<file path="src/rtl/i2c_apb_master_if.sv">
`default_nettype none
// ============================================================================
//  Module      : i2c_apb_master_if
//  Description : Bundle of the command, response and APB signals of
//                i2c_apb_master.
//                master modport : the i2c_apb_master side (drives APB + rsp)
//                slave modport  : the requester / APB target side
//                Signals:
//                  cmd_valid_i/cmd_ready_o/cmd_write_i/cmd_addr_i/cmd_wdata_i
//                  rsp_valid_o/rsp_ready_i/rsp_rdata_o/rsp_error_o, busy_o
//                  psel_o/penable_o/pwrite_o/paddr_o/pwdata_o/prdata_i/pready_i
//  Revision    : 1.0 - initial release
// ============================================================================
interface i2c_apb_master_if #(
  parameter int ADDR_WIDTH = 8,
  parameter int DATA_WIDTH = 8
);
  // Command channel
  logic                  cmd_valid_i;
  logic                  cmd_ready_o;
  logic                  cmd_write_i;
  logic [ADDR_WIDTH-1:0] cmd_addr_i;
  logic [DATA_WIDTH-1:0] cmd_wdata_i;
  // Response channel
  logic                  rsp_valid_o;
  logic                  rsp_ready_i;
  logic [DATA_WIDTH-1:0] rsp_rdata_o;
  logic                  rsp_error_o;
  logic                  busy_o;
  // APB initiator
  logic                  psel_o;
  logic                  penable_o;
  logic                  pwrite_o;
  logic [ADDR_WIDTH-1:0] paddr_o;
  logic [DATA_WIDTH-1:0] pwdata_o;
  logic [DATA_WIDTH-1:0] prdata_i;
  logic                  pready_i;

  modport master (
    input  cmd_valid_i, cmd_write_i, cmd_addr_i, cmd_wdata_i,
    input  rsp_ready_i, prdata_i, pready_i,
    output cmd_ready_o, rsp_valid_o, rsp_rdata_o, rsp_error_o, busy_o,
    output psel_o, penable_o, pwrite_o, paddr_o, pwdata_o
  );

  modport slave (
    output cmd_valid_i, cmd_write_i, cmd_addr_i, cmd_wdata_i,
    output rsp_ready_i, prdata_i, pready_i,
    input  cmd_ready_o, rsp_valid_o, rsp_rdata_o, rsp_error_o, busy_o,
    input  psel_o, penable_o, pwrite_o, paddr_o, pwdata_o
  );
endinterface
`default_nettype wire

</file>
<file path="src/rtl/i2c_apb_master.sv">
`default_nettype none
// ============================================================================
//  Module      : i2c_apb_master
//  Description : Single-command APB initiator for the I2C master register
//                block. Each accepted command runs one APB transfer
//                (SETUP then ACCESS) and returns one response. The ACCESS
//                phase is aborted with rsp_error_o after TIMEOUT_CYCLES
//                cycles of pready_i low (TIMEOUT_CYCLES = 0 waits forever).
//  Ports       : pclk_i      - clock, rising edge
//                preset_n_i  - asynchronous active-low reset
//                bus         - i2c_apb_master_if.master (cmd, rsp, APB)
//  Revision    : 1.0 - initial release
// ============================================================================
module i2c_apb_master #(
  parameter int ADDR_WIDTH     = 8,
  parameter int DATA_WIDTH     = 8,
  parameter int TIMEOUT_CYCLES = 16
) (
  input  wire logic         pclk_i,
  input  wire logic         preset_n_i,
  i2c_apb_master_if.master  bus
);

  // Counter must hold TIMEOUT_CYCLES-1 without wrapping.
  localparam int c_cnt_w = (TIMEOUT_CYCLES > 1) ? $clog2(TIMEOUT_CYCLES + 1) : 1;
  localparam bit c_to_en = (TIMEOUT_CYCLES != 0);
  localparam logic [c_cnt_w-1:0] c_cnt_last =
    (TIMEOUT_CYCLES > 0) ? c_cnt_w'(TIMEOUT_CYCLES - 1) : '0;

  typedef enum logic [1:0] {
    S_IDLE   = 2'd0,
    S_SETUP  = 2'd1,
    S_ACCESS = 2'd2,
    S_RESP   = 2'd3
  } state_t;

  state_t                r_state, w_state_nxt;
  logic                  r_psel, w_psel_nxt;
  logic                  r_penable, w_penable_nxt;
  logic                  r_pwrite, w_pwrite_nxt;
  logic [ADDR_WIDTH-1:0] r_paddr, w_paddr_nxt;
  logic [DATA_WIDTH-1:0] r_pwdata, w_pwdata_nxt;
  logic                  r_rsp_valid, w_rsp_valid_nxt;
  logic [DATA_WIDTH-1:0] r_rsp_rdata, w_rsp_rdata_nxt;
  logic                  r_rsp_error, w_rsp_error_nxt;
  logic [c_cnt_w-1:0]    r_cnt, w_cnt_nxt;

  // State register
  always_ff @(posedge pclk_i or negedge preset_n_i) begin
    if (!preset_n_i) begin
      r_state <= S_IDLE;
    end else begin
      r_state <= w_state_nxt;
    end
  end

  // Next-state and next-output decode
  always_comb begin
    w_state_nxt     = r_state;
    w_psel_nxt      = r_psel;
    w_penable_nxt   = r_penable;
    w_pwrite_nxt    = r_pwrite;
    w_paddr_nxt     = r_paddr;
    w_pwdata_nxt    = r_pwdata;
    w_rsp_valid_nxt = r_rsp_valid;
    w_rsp_rdata_nxt = r_rsp_rdata;
    w_rsp_error_nxt = r_rsp_error;
    w_cnt_nxt       = r_cnt;

    case (r_state)
      S_IDLE: begin
        if (bus.cmd_valid_i) begin
          w_paddr_nxt   = bus.cmd_addr_i;
          w_pwrite_nxt  = bus.cmd_write_i;
          // Reads drive a clean zero on pwdata rather than stale data.
          w_pwdata_nxt  = bus.cmd_write_i ? bus.cmd_wdata_i : '0;
          w_psel_nxt    = 1'b1;
          w_penable_nxt = 1'b0;
          w_state_nxt   = S_SETUP;
        end
      end

      S_SETUP: begin
        w_penable_nxt = 1'b1;
        w_cnt_nxt     = '0;
        w_state_nxt   = S_ACCESS;
      end

      S_ACCESS: begin
        if (bus.pready_i) begin
          w_psel_nxt      = 1'b0;
          w_penable_nxt   = 1'b0;
          w_rsp_rdata_nxt = r_pwrite ? '0 : bus.prdata_i;
          w_rsp_error_nxt = 1'b0;
          w_rsp_valid_nxt = 1'b1;
          w_state_nxt     = S_RESP;
        end else if (c_to_en && (r_cnt == c_cnt_last)) begin
          w_psel_nxt      = 1'b0;
          w_penable_nxt   = 1'b0;
          w_rsp_rdata_nxt = '0;
          w_rsp_error_nxt = 1'b1;
          w_rsp_valid_nxt = 1'b1;
          w_state_nxt     = S_RESP;
        end else if (c_to_en) begin
          w_cnt_nxt = r_cnt + c_cnt_w'(1);
        end
      end

      S_RESP: begin
        // rdata/error are left untouched so they stay readable after the
        // handshake until the next response overwrites them.
        if (bus.rsp_ready_i) begin
          w_rsp_valid_nxt = 1'b0;
          w_state_nxt     = S_IDLE;
        end
      end

      default: begin
        w_state_nxt = S_IDLE;
      end
    endcase
  end

  // Registered outputs and timeout counter
  always_ff @(posedge pclk_i or negedge preset_n_i) begin
    if (!preset_n_i) begin
      r_psel      <= 1'b0;
      r_penable   <= 1'b0;
      r_pwrite    <= 1'b0;
      r_paddr     <= '0;
      r_pwdata    <= '0;
      r_rsp_valid <= 1'b0;
      r_rsp_rdata <= '0;
      r_rsp_error <= 1'b0;
      r_cnt       <= '0;
    end else begin
      r_psel      <= w_psel_nxt;
      r_penable   <= w_penable_nxt;
      r_pwrite    <= w_pwrite_nxt;
      r_paddr     <= w_paddr_nxt;
      r_pwdata    <= w_pwdata_nxt;
      r_rsp_valid <= w_rsp_valid_nxt;
      r_rsp_rdata <= w_rsp_rdata_nxt;
      r_rsp_error <= w_rsp_error_nxt;
      r_cnt       <= w_cnt_nxt;
    end
  end

  assign bus.cmd_ready_o = (r_state == S_IDLE);
  assign bus.busy_o      = (r_state != S_IDLE);
  assign bus.psel_o      = r_psel;
  assign bus.penable_o   = r_penable;
  assign bus.pwrite_o    = r_pwrite;
  assign bus.paddr_o     = r_paddr;
  assign bus.pwdata_o    = r_pwdata;
  assign bus.rsp_valid_o = r_rsp_valid;
  assign bus.rsp_rdata_o = r_rsp_rdata;
  assign bus.rsp_error_o = r_rsp_error;

endmodule
`default_nettype wire

</file>
<file path="src/flat_wrapper.sv">
// flat-port wrapper written by rule: the top's interface ports become plain ports
module i2c_apb_master_flat 
#(
  parameter int ADDR_WIDTH     = 8,
  parameter int DATA_WIDTH     = 8,
  parameter int TIMEOUT_CYCLES = 16
)
  (pclk_i, preset_n_i, bus_cmd_valid_i, bus_cmd_write_i, bus_cmd_addr_i, bus_cmd_wdata_i, bus_rsp_ready_i, bus_prdata_i, bus_pready_i, bus_cmd_ready_o, bus_rsp_valid_o, bus_rsp_rdata_o, bus_rsp_error_o, bus_busy_o, bus_psel_o, bus_penable_o, bus_pwrite_o, bus_paddr_o, bus_pwdata_o);
  i2c_apb_master_if #(.ADDR_WIDTH(ADDR_WIDTH), .DATA_WIDTH(DATA_WIDTH)) bus_i ();
  input  wire logic pclk_i;
  input  wire logic preset_n_i;
  input wire logic [$bits(bus_i.cmd_valid_i)-1:0] bus_cmd_valid_i;
  input wire logic [$bits(bus_i.cmd_write_i)-1:0] bus_cmd_write_i;
  input wire logic [$bits(bus_i.cmd_addr_i)-1:0] bus_cmd_addr_i;
  input wire logic [$bits(bus_i.cmd_wdata_i)-1:0] bus_cmd_wdata_i;
  input wire logic [$bits(bus_i.rsp_ready_i)-1:0] bus_rsp_ready_i;
  input wire logic [$bits(bus_i.prdata_i)-1:0] bus_prdata_i;
  input wire logic [$bits(bus_i.pready_i)-1:0] bus_pready_i;
  output wire logic [$bits(bus_i.cmd_ready_o)-1:0] bus_cmd_ready_o;
  output wire logic [$bits(bus_i.rsp_valid_o)-1:0] bus_rsp_valid_o;
  output wire logic [$bits(bus_i.rsp_rdata_o)-1:0] bus_rsp_rdata_o;
  output wire logic [$bits(bus_i.rsp_error_o)-1:0] bus_rsp_error_o;
  output wire logic [$bits(bus_i.busy_o)-1:0] bus_busy_o;
  output wire logic [$bits(bus_i.psel_o)-1:0] bus_psel_o;
  output wire logic [$bits(bus_i.penable_o)-1:0] bus_penable_o;
  output wire logic [$bits(bus_i.pwrite_o)-1:0] bus_pwrite_o;
  output wire logic [$bits(bus_i.paddr_o)-1:0] bus_paddr_o;
  output wire logic [$bits(bus_i.pwdata_o)-1:0] bus_pwdata_o;
  assign bus_i.cmd_valid_i = bus_cmd_valid_i;
  assign bus_i.cmd_write_i = bus_cmd_write_i;
  assign bus_i.cmd_addr_i = bus_cmd_addr_i;
  assign bus_i.cmd_wdata_i = bus_cmd_wdata_i;
  assign bus_i.rsp_ready_i = bus_rsp_ready_i;
  assign bus_i.prdata_i = bus_prdata_i;
  assign bus_i.pready_i = bus_pready_i;
  assign bus_cmd_ready_o = bus_i.cmd_ready_o;
  assign bus_rsp_valid_o = bus_i.rsp_valid_o;
  assign bus_rsp_rdata_o = bus_i.rsp_rdata_o;
  assign bus_rsp_error_o = bus_i.rsp_error_o;
  assign bus_busy_o = bus_i.busy_o;
  assign bus_psel_o = bus_i.psel_o;
  assign bus_penable_o = bus_i.penable_o;
  assign bus_pwrite_o = bus_i.pwrite_o;
  assign bus_paddr_o = bus_i.paddr_o;
  assign bus_pwdata_o = bus_i.pwdata_o;
  i2c_apb_master #(.ADDR_WIDTH(ADDR_WIDTH), .DATA_WIDTH(DATA_WIDTH), .TIMEOUT_CYCLES(TIMEOUT_CYCLES)) u_core (.pclk_i(pclk_i), .preset_n_i(preset_n_i), .bus(bus_i));
endmodule
</file>
<file path="config.mk">
export PLATFORM = sky130hd
export DESIGN_NAME = i2c_apb_master_flat
export DESIGN_NICKNAME = d
export VERILOG_FILES = /design/src/rtl/i2c_apb_master_if.sv /design/src/rtl/i2c_apb_master.sv /design/src/flat_wrapper.sv
export SDC_FILE = /design/constraint.sdc
export NUM_CORES = 1
export LEC_CHECK = 0
export ABC_CLOCK_PERIOD_IN_PS = 2630
export CORE_ASPECT_RATIO = 1.5
export CORE_MARGIN = 4
export CORE_UTILIZATION = 35
export DETAILED_ROUTE_END_ITERATION = 16
export GPL_ROUTABILITY_DRIVEN = 1
export HOLD_SLACK_MARGIN = 0.12
export PLACE_DENSITY_LB_ADDON = 0.2
export SLEW_MARGIN = 5
export SYNTH_ARGS = -nofsm -noshare
export SYNTH_HDL_FRONTEND = slang
export SYNTH_SLANG_ARGS = --single-unit
</file>
<file path="constraint.sdc">
create_clock -name pclk_i -period 2.63 [get_ports pclk_i]
set_input_delay 0.789 -clock pclk_i [delete_from_list [all_inputs] [get_ports pclk_i]]
set_output_delay 0.789 -clock pclk_i [all_outputs]
set_load 0.005 [all_outputs]
</file>
After elaboration in Yosys (flattened, before gate mapping) --
Index checks and enable logic that the tools add are counted.
Cells by class: add/sub/neg operators 1, reduce and logical (&&, ||, !) cells 14, mux-type cells 23, eq/ne operators 9
Operators with widths (count):
- $mux 8 | 4
- $reduce_and 3->1 | 5
- $mux 5 | 2
- $pmux 5 s2 | 1
- $reduce_bool 2->1 | 5
- $mux 1 | 8
- $mux 2 | 4
- $ne 2x2->1 const B | 4
- $pmux 2 s4 | 1
- $add 5x1->5 const B | 1
- $eq 5x4->1 const B | 1
- $eq 2x2->1 const B | 2
- $pmux 1 s2 | 2
- $reduce_and 2->1 | 2
- $ne 3x2->1 const B | 1
- $pmux 1 s3 | 1
- $reduce_bool 3->1 | 1
- $eq 2x1->1 const B | 1
- $logic_not 2->1 | 1
Word-level totals: register bits 36, input port bits 30, output and inout port bits 31, logic and storage cells 57

Logic depth before layout (Yosys ltp) --
Gate-level depths: netlist of the first run.
depth after elaboration 4, mapped depth 6, mapped depth without buffers 6

Least setup slack after synthesis of the first run --
OpenSTA, ideal clock, no wires.
path type register to register, from register u_core.r_cnt[0], to register u_core.r_cnt[3], cell stages (with the launch flop) 7, setup time 0.068 ns, required time 2.562 ns, arrival time 1.771 ns, clock period less this slack 1.839 ns, buffers on the path 0, path slack 0.791 ns, cells stage by stage dfrtp_1 > ha_1 > and3_1 > ha_1 > or2_4 > or4_1 > nand3_1
On the way: longest elaborated chain between the ends 4, elaborated cells between the ends (all ways) 7
Ends and longest elaborated chain:
- start, declared | RTL line i2c_apb_master.sv:46 | logic [c_cnt_w-1:0] r_cnt, w_cnt_nxt;
- start signal, assigned | RTL line i2c_apb_master.sv:145 | r_cnt <= w_cnt_nxt;
- $add 5x1->5 | RTL line i2c_apb_master.sv:105 | w_cnt_nxt = r_cnt + c_cnt_w'(1);
- $mux 5 | RTL line i2c_apb_master.sv:97 | end else if (c_to_en && (r_cnt == c_cnt_last)) begin
- $mux 5 | RTL line i2c_apb_master.sv:90 | if (bus.pready_i) begin
- $pmux 5 s2 | RTL line i2c_apb_master.sv:70 | case (r_state)
Parallel ways exist; a longest one is shown, timed or not. The select of a mux whose other input is x is not followed. A chain may end at the register's enable or synchronous reset.

Worst setup path in the final report of the first run --
from register u_core.r_state[0], to output port bus_cmd_ready_o
On the way: longest elaborated chain between the ends 1
Ends and longest elaborated chain:
- start, declared | RTL line i2c_apb_master.sv:37 | state_t r_state, w_state_nxt;
- start signal, assigned | RTL line i2c_apb_master.sv:53 | r_state <= w_state_nxt;
- $logic_not 2->1 | RTL line i2c_apb_master.sv:149 | assign bus.cmd_ready_o = (r_state == S_IDLE);
- end, declared | RTL line flat_wrapper.sv:19 | output wire logic [$bits(bus_i.cmd_ready_o)-1:0] bus_cmd_ready_o;
Every way passes these cells.

==> impl_metrics.yaml, run 1 <==
logic_synthesis:
  avgSynthCellArea_um2: 11.5
  synthTopCellsByArea: "dfrtp_1, mux2_2, ha_1"
  yosysTopAreaCell: "dfrtp_1"
  synth_common_cells: "dfrtp_1, nand2_1, o21ai_0"
  synth_edf_count: 0
  synth_flop_cell: "dfrtp_1"
  synth-seq-cells: 36
  synth_fp_nets: 176
  ys_warn_count: 0
  yosysTopAreaCellShare: 0.570
  synth-async-reset-ratio: 1.00
  synth_most_common_cell: "dfrtp_1"
  netlist_area_mm2: 0.00158
  seq_area_frac_synth: 0.570
  syn_inst: 138
  synth.distinct_cells: 29
global_route:
  antenna_found_initial: 0
  grt_pass1_wl_mm: 6.31
  grt_pass1_vias: 1368
  grt_max_degree: 37
  overflow: 0
  grtUsageTotal: 0.140
critical_path:
  required_ns: 1.84
  crit_arrival_ns: 1.61
  endpoint_kind: "primary output"
  start_kind: "flop"
  criticalPathCategory: "flop to primary output"
  cp_max_fo: 6
detailed_routing:
  avgViaCountPerCell: 5.06
  ant_nets: 0
  avgRoutedWirePerCell_um: 14.6
  drt_iter0_markers: 23
  drtPass1Iterations: 4
  wirelength_mm: 3.66
  route.vias.total: 1265
  drcViolationCount: 0
cells_and_area:
  fillers: 378
  nets: 241
  design_area_mm2: 0.00232
  drive_gt1_frac: 0.123
  n_antenna_cell: 0
  area_growth_pct: 47.0
pwr:
  p_leak_nw: 1.05
  power.density_mw_per_mm2: 1050
  vdd_drop_max_uv: 455
place:
  dpl_cell_area_mm2: 0.00222
  detailedPlacementHpwl_mm: 2.83
  io_buffers: 60
  gp_congestion: 0.747
sta:
  maxSlewHeadroom: 0.469
  worst_pin_slew_ns: 0.796
  grt_setup_unrepaired: "false"
  fmax_ghz: 0.416
  post-route-period-util: 0.914
  tns_ns: 0
  finalClockSkew_ns: 0.00853
  setup_viol: 0
  drv_slew: 0
  period_needed_ns: 2.40
  holdWs_ns: 0.489
  finalHoldViolations: 0
clocking:
  ctsRootBufferMaster: "clkbuf_8"
  cts.sinks: 36
  htreeDepth: 2
  cts_resized: 0
  cts_tree: "yes"
  clk_pin_slew_worst_paths_ns: 0.07
  clk_path_buf_depth: 2
  clk_latency_ns: 0.29
  holdBufCountCts: 0
  post_cts_buffers: 0
  cts_buffers: 5
floorplan:
  fp.coreArea_mm2: 0.00428
  ios: 61
  die_h_um: 90.3
  fp-row-count: 29
  fp.dieW_um: 62.9
  initial_core_util: 0.369
  die_area_mm2: 0.00568
job:
  maxCapViolCount: 0
outcome:
  status: "finished, final reports clean"
hold_path:
  min_path_type: "flop to flop"
-- per-layer routing --
layer,track usage,vias to the layer above,share of wire
li1,-,617,-
met1,0.146,595,0.38
met2,0.241,44,0.52
met3,0.0610,9,0.075
met4,0.0608,0,0.021
met5,0,-,0
-- final cells by class --
| class | instances | area [um2] | share of cell area |
|---|---|---|---|
| Sequential cell | 36 | 901 | 0.388 |
| Inverter | 6 | 22.5 | 0.00970 |
| Timing Repair Buffer | 63 | 618 | 0.266 |
| Clock buffer | 6 | 82.6 | 0.0356 |
| Multi-Input combinational cell | 91 | 626 | 0.269 |
| Tap cell | 46 | 57.6 | 0.0248 |
| Clock inverter | 2 | 15.0 | 0.00647 |
-- layout by cell type (no fill, tap or decap), drive strengths merged, types with 2 or more instances in the layout --
cell           instances
clkdlybuf4s50         59
dfrtp                 36
nand2                 22
o21ai                 14
mux2                  11
a22o                   8
ha                     8
inv                    6
clkbuf                 6
nor3                   4
a21o                   4
buf                    4
nor2                   3
a21oi                  3
nor2b                  2
nand3                  2
a31oi                  2
clkinvlp               2
-- power by group --
group          switching (mW)  internal (mW)
combinational           0.410          0.681
clock                   0.197          0.212
sequential              0.145          0.789
-- registers in the layout (all words and copies together) (netlist names) --
| signal | flops |
|---|---|
| u_core.bus.rsp_rdata_o | 8 |
| u_core.bus.psel_o | 1 |
| u_core.bus.rsp_error_o | 1 |
| u_core.bus.rsp_valid_o | 1 |
| u_core.bus.penable_o | 1 |
| u_core.bus.paddr_o | 8 |
| u_core.r_cnt | 5 |
| u_core.bus.pwdata_o | 8 |
| u_core.r_state | 2 |
| u_core.bus.pwrite_o | 1 |
-- per-stage QoR --
stage	power, mW	cells	utilization	setup slack [ns]
after detailed placement	2.05	242	0.520	0.329
after global routing	2.63	250	0.542	0.112
after CTS	2.48	250	0.542	0.200
final	2.43	250	0.542	0.227
after floorplan	1.42	138	-	0.791
after global placement	2.01	242	0.520	0.362
-- logic make-up (layout without fill, tap and decap cells) --
| family | Yosys count | after routing | share of synthesized area |
|---|---|---|---|
| simple gates | 37 | 37 | 0.105 |
| flops | 36 | 36 | 0.570 |
| compound gates | 35 | 35 | 0.149 |
| mux | 11 | 11 | 0.0784 |
| buf+inv | 11 | 77 | 0.0340 |
| fa+ha+maj | 8 | 8 | 0.0633 |
-- critical path, stage by stage, from the launching register on --
cell and delay, ns:
dfrtp_1 0.43, inv_1 0.10, ha_1 0.25, clkdlybuf4s50_1 0.55
-- final timing paths --
kind	startpoint	slack, ns	depth (start not counted)	endpoint
min	u_core.bus.pwdata_o[5]$_DFFE_PN0P_	0.49	2	u_core.bus.pwdata_o[5]$_DFFE_PN0P_
min reg2reg	u_core.bus.pwdata_o[5]$_DFFE_PN0P_	0.49	2	u_core.bus.pwdata_o[5]$_DFFE_PN0P_
max	u_core.r_state[0]$_DFFE_PN0P_	0.23	3	bus_cmd_ready_o
max reg2reg	u_core.r_cnt[0]$_DFFE_PN0P_	0.65	6	u_core.r_state[1]$_DFFE_PN0P_
max in group asynchronous	preset_n_i	1.54	1	u_core.bus.rsp_rdata_o[3]$_DFFE_PN0P_
min in group asynchronous	preset_n_i	0.58	1	u_core.bus.rsp_valid_o$_DFFE_PN0P_
No activity file was read; power rests on OpenSTA's default activity.
==> run 2, diff against run 1 <==
- SKIP_CTS_REPAIR_TIMING: unset -> 1
==> results of run 2 <==
The final DEF is identical to that of run 1; final timing and power are the same.
==> run 3, diff against run 2 <==
- GPL_TIMING_DRIVEN: unset -> 0
==> run 3 against run 2 <==
- critical path depth up 1
- utilization down 0.44 points
- die area unchanged
- combinational power about the same
- count of clock-buffer cells in the layout up 2
- final cell count unchanged
- critical endpoint is now bus_busy_o
- largest power group unchanged
- highest routed layer unchanged
==> impl_metrics.yaml, run 3 (synthesis results as in run 1) <==
cells_and_area:
  drive_gt1_frac: 0.113
  n_antenna_cell: 0
  final_cells: 250
  fillers: 382
  layout_common_cells: "clkdlybuf4s50_1, dfrtp_1, nand2_1, o21ai_0, mux2_2"
  area_growth_pct: 45.8
  nets: 241
  layout_commonest_cell: "clkdlybuf4s50_1"
critical_path:
  endpoint_kind: "primary output"
  cpPeakStageDelay_ns: 0.49
  path_common_cell: "inv_1"
  critical_path_buf_inv_count: 3
  required_ns: 1.84
  start_kind: "flop"
  cp_max_fo: 6
  criticalPathCategory: "flop to primary output"
  crit_family: "buffers and inverters"
  cpMaxStageDelayCell: "clkdlybuf4s50_1"
  crit_arrival_ns: 1.61
  worstPathCellList: "inv_1, ha_1, inv_1, clkdlybuf4s50_1"
clocking:
  cts_tree: "yes"
  clk_latency_ns: 0.28
  htreeDepth: 2
  ctsRootBufferMaster: "clkbuf_8"
  cts_buffers: 5
  clk_pin_slew_worst_paths_ns: 0.07
  cts.sinks: 36
  clk_path_buf_depth: 2
sta:
  grt_setup_unrepaired: "false"
  maxSlewHeadroom: 0.475
  setup_viol: 0
  fmax_ghz: 0.416
  finalClockSkew_ns: 0.00345
  post-route-period-util: 0.914
  finalWorstSetupSlack_ns: 0.227
  drv_slew: 0
  worst_pin_slew_ns: 0.788
  finalHoldViolations: 0
  period_needed_ns: 2.40
detailed_routing:
  ant_nets: 0
  drtPass1Iterations: 4
  drt_iter0_markers: 35
  avgRoutedWirePerCell_um: 14.9
  wirelength_mm: 3.72
  avgViaCountPerCell: 5.11
  route.vias.total: 1278
  drcViolationCount: 0
pwr:
  pwr-share-clk: 0.163
  pwr-share-seq: 0.386
  combPwrFrac: 0.450
  internal-power_mw: 1.68
  vdd_drop_max_uv: 512
  p_leak_nw: 1.04
  swShare: 0.308
  power.total_mw: 2.43
  power.density_mw_per_mm2: 1050
  p_switching_uw: 748
floorplan:
  fp-row-count: 29
  fp.dieW_um: 62.9
  die_h_um: 90.3
  initial_core_util: 0.369
  ios: 61
  fp.coreArea_mm2: 0.00428
  die_area_mm2: 0.00568
outcome:
  status: "finished, final reports clean"
place:
  dp_cells: 242
  detailedPlacementHpwl_mm: 2.86
  gp_congestion: 0.698
  io_buffers: 58
  post-place-ws_ns: 0.390
global_route:
  grt_pass1_vias: 1399
  antenna_found_initial: 0
  grt_max_degree: 37
  overflow: 0
  grtUsageTotal: 0.139
  grt_pass1_wl_mm: 6.43
job:
  maxCapViolCount: 0
hold_path:
  min_path_type: "flop to flop"
## run 3: cell count changes in the layout (fill, tap and decap cells not counted)
cell	before	now
buf_1	0	1
buf_2	1	2
buf_4	3	1
buf_6	0	1
clkbuf_1	0	3
clkdlybuf4s50_1	59	57
clkinvlp_4	2	0
## run 3: cell type report
class / instances / area (um2) / area share
plain buffers: 5 / 31.3 / 0.0136
clock buffers: 8 / 90.1 / 0.0391
inverters: 6 / 22.5 / 0.00978
multi-input cells: 91 / 626 / 0.272
flip-flops and latches: 36 / 901 / 0.391
well taps: 46 / 57.6 / 0.0250
repair buffers: 58 / 576 / 0.250
## run 3: through the flow
| step | util | cell area [um2] | hold slack, ns | setup TNS [ns] |
|---|---|---|---|---|
| floorplan | - | 1580 | 0.465 | 0 |
| global placement | 0.518 | 2220 | 0.469 | -0.187 |
| detailed placement | 0.517 | 2210 | 0.478 | 0 |
| CTS | 0.538 | 2300 | 0.494 | 0 |
| global route | 0.538 | 2300 | 0.516 | 0 |
| finish | 0.538 | 2300 | 0.482 | 0 |
## run 3: power groups by stage
stage,combinational (mW),sequential [mW],clock (mW)
floorplan,0.478,0.944,0
global placement,1.08,0.931,0
detailed placement,1.11,0.944,0
CTS,1.12,0.940,0.414
global route,1.20,0.967,0.438
finish,1.09,0.939,0.397
## run 3: routing by layer
| layer | track usage | vias up | part of all wire |
|---|---|---|---|
| met5 | 0 | - | 0 |
| met4 | 0.0552 | 0 | 0.017 |
| met3 | 0.0610 | 9 | 0.084 |
| met2 | 0.241 | 53 | 0.53 |
| met1 | 0.145 | 600 | 0.37 |
| li1 | - | 616 | - |
## run 3: worst paths after layout
kind / cells past startpoint / slack (ns) / from / to
max in group asynchronous: 1 / 1.54 / preset_n_i / u_core.bus.pwdata_o[4]$_DFFE_PN0P_
min reg2reg: 2 / 0.48 / u_core.bus.pwdata_o[5]$_DFFE_PN0P_ / u_core.bus.pwdata_o[5]$_DFFE_PN0P_
max: 4 / 0.23 / u_core.r_state[0]$_DFFE_PN0P_ / bus_busy_o
min: 2 / 0.48 / u_core.bus.pwdata_o[5]$_DFFE_PN0P_ / u_core.bus.pwdata_o[5]$_DFFE_PN0P_
min in group asynchronous: 1 / 0.59 / preset_n_i / u_core.bus.psel_o$_DFFE_PN0P_
max reg2reg: 6 / 0.64 / u_core.r_cnt[0]$_DFFE_PN0P_ / u_core.r_state[1]$_DFFE_PN0P_
## run 3: worst reg2reg max path: stages (launching register included)
cell	delay, ns
dfrtp_1	0.41
ha_1	0.24
and3_1	0.21
ha_1	0.26
nor3b_1	0.34
nor3_1	0.14
mux2_2	0.28
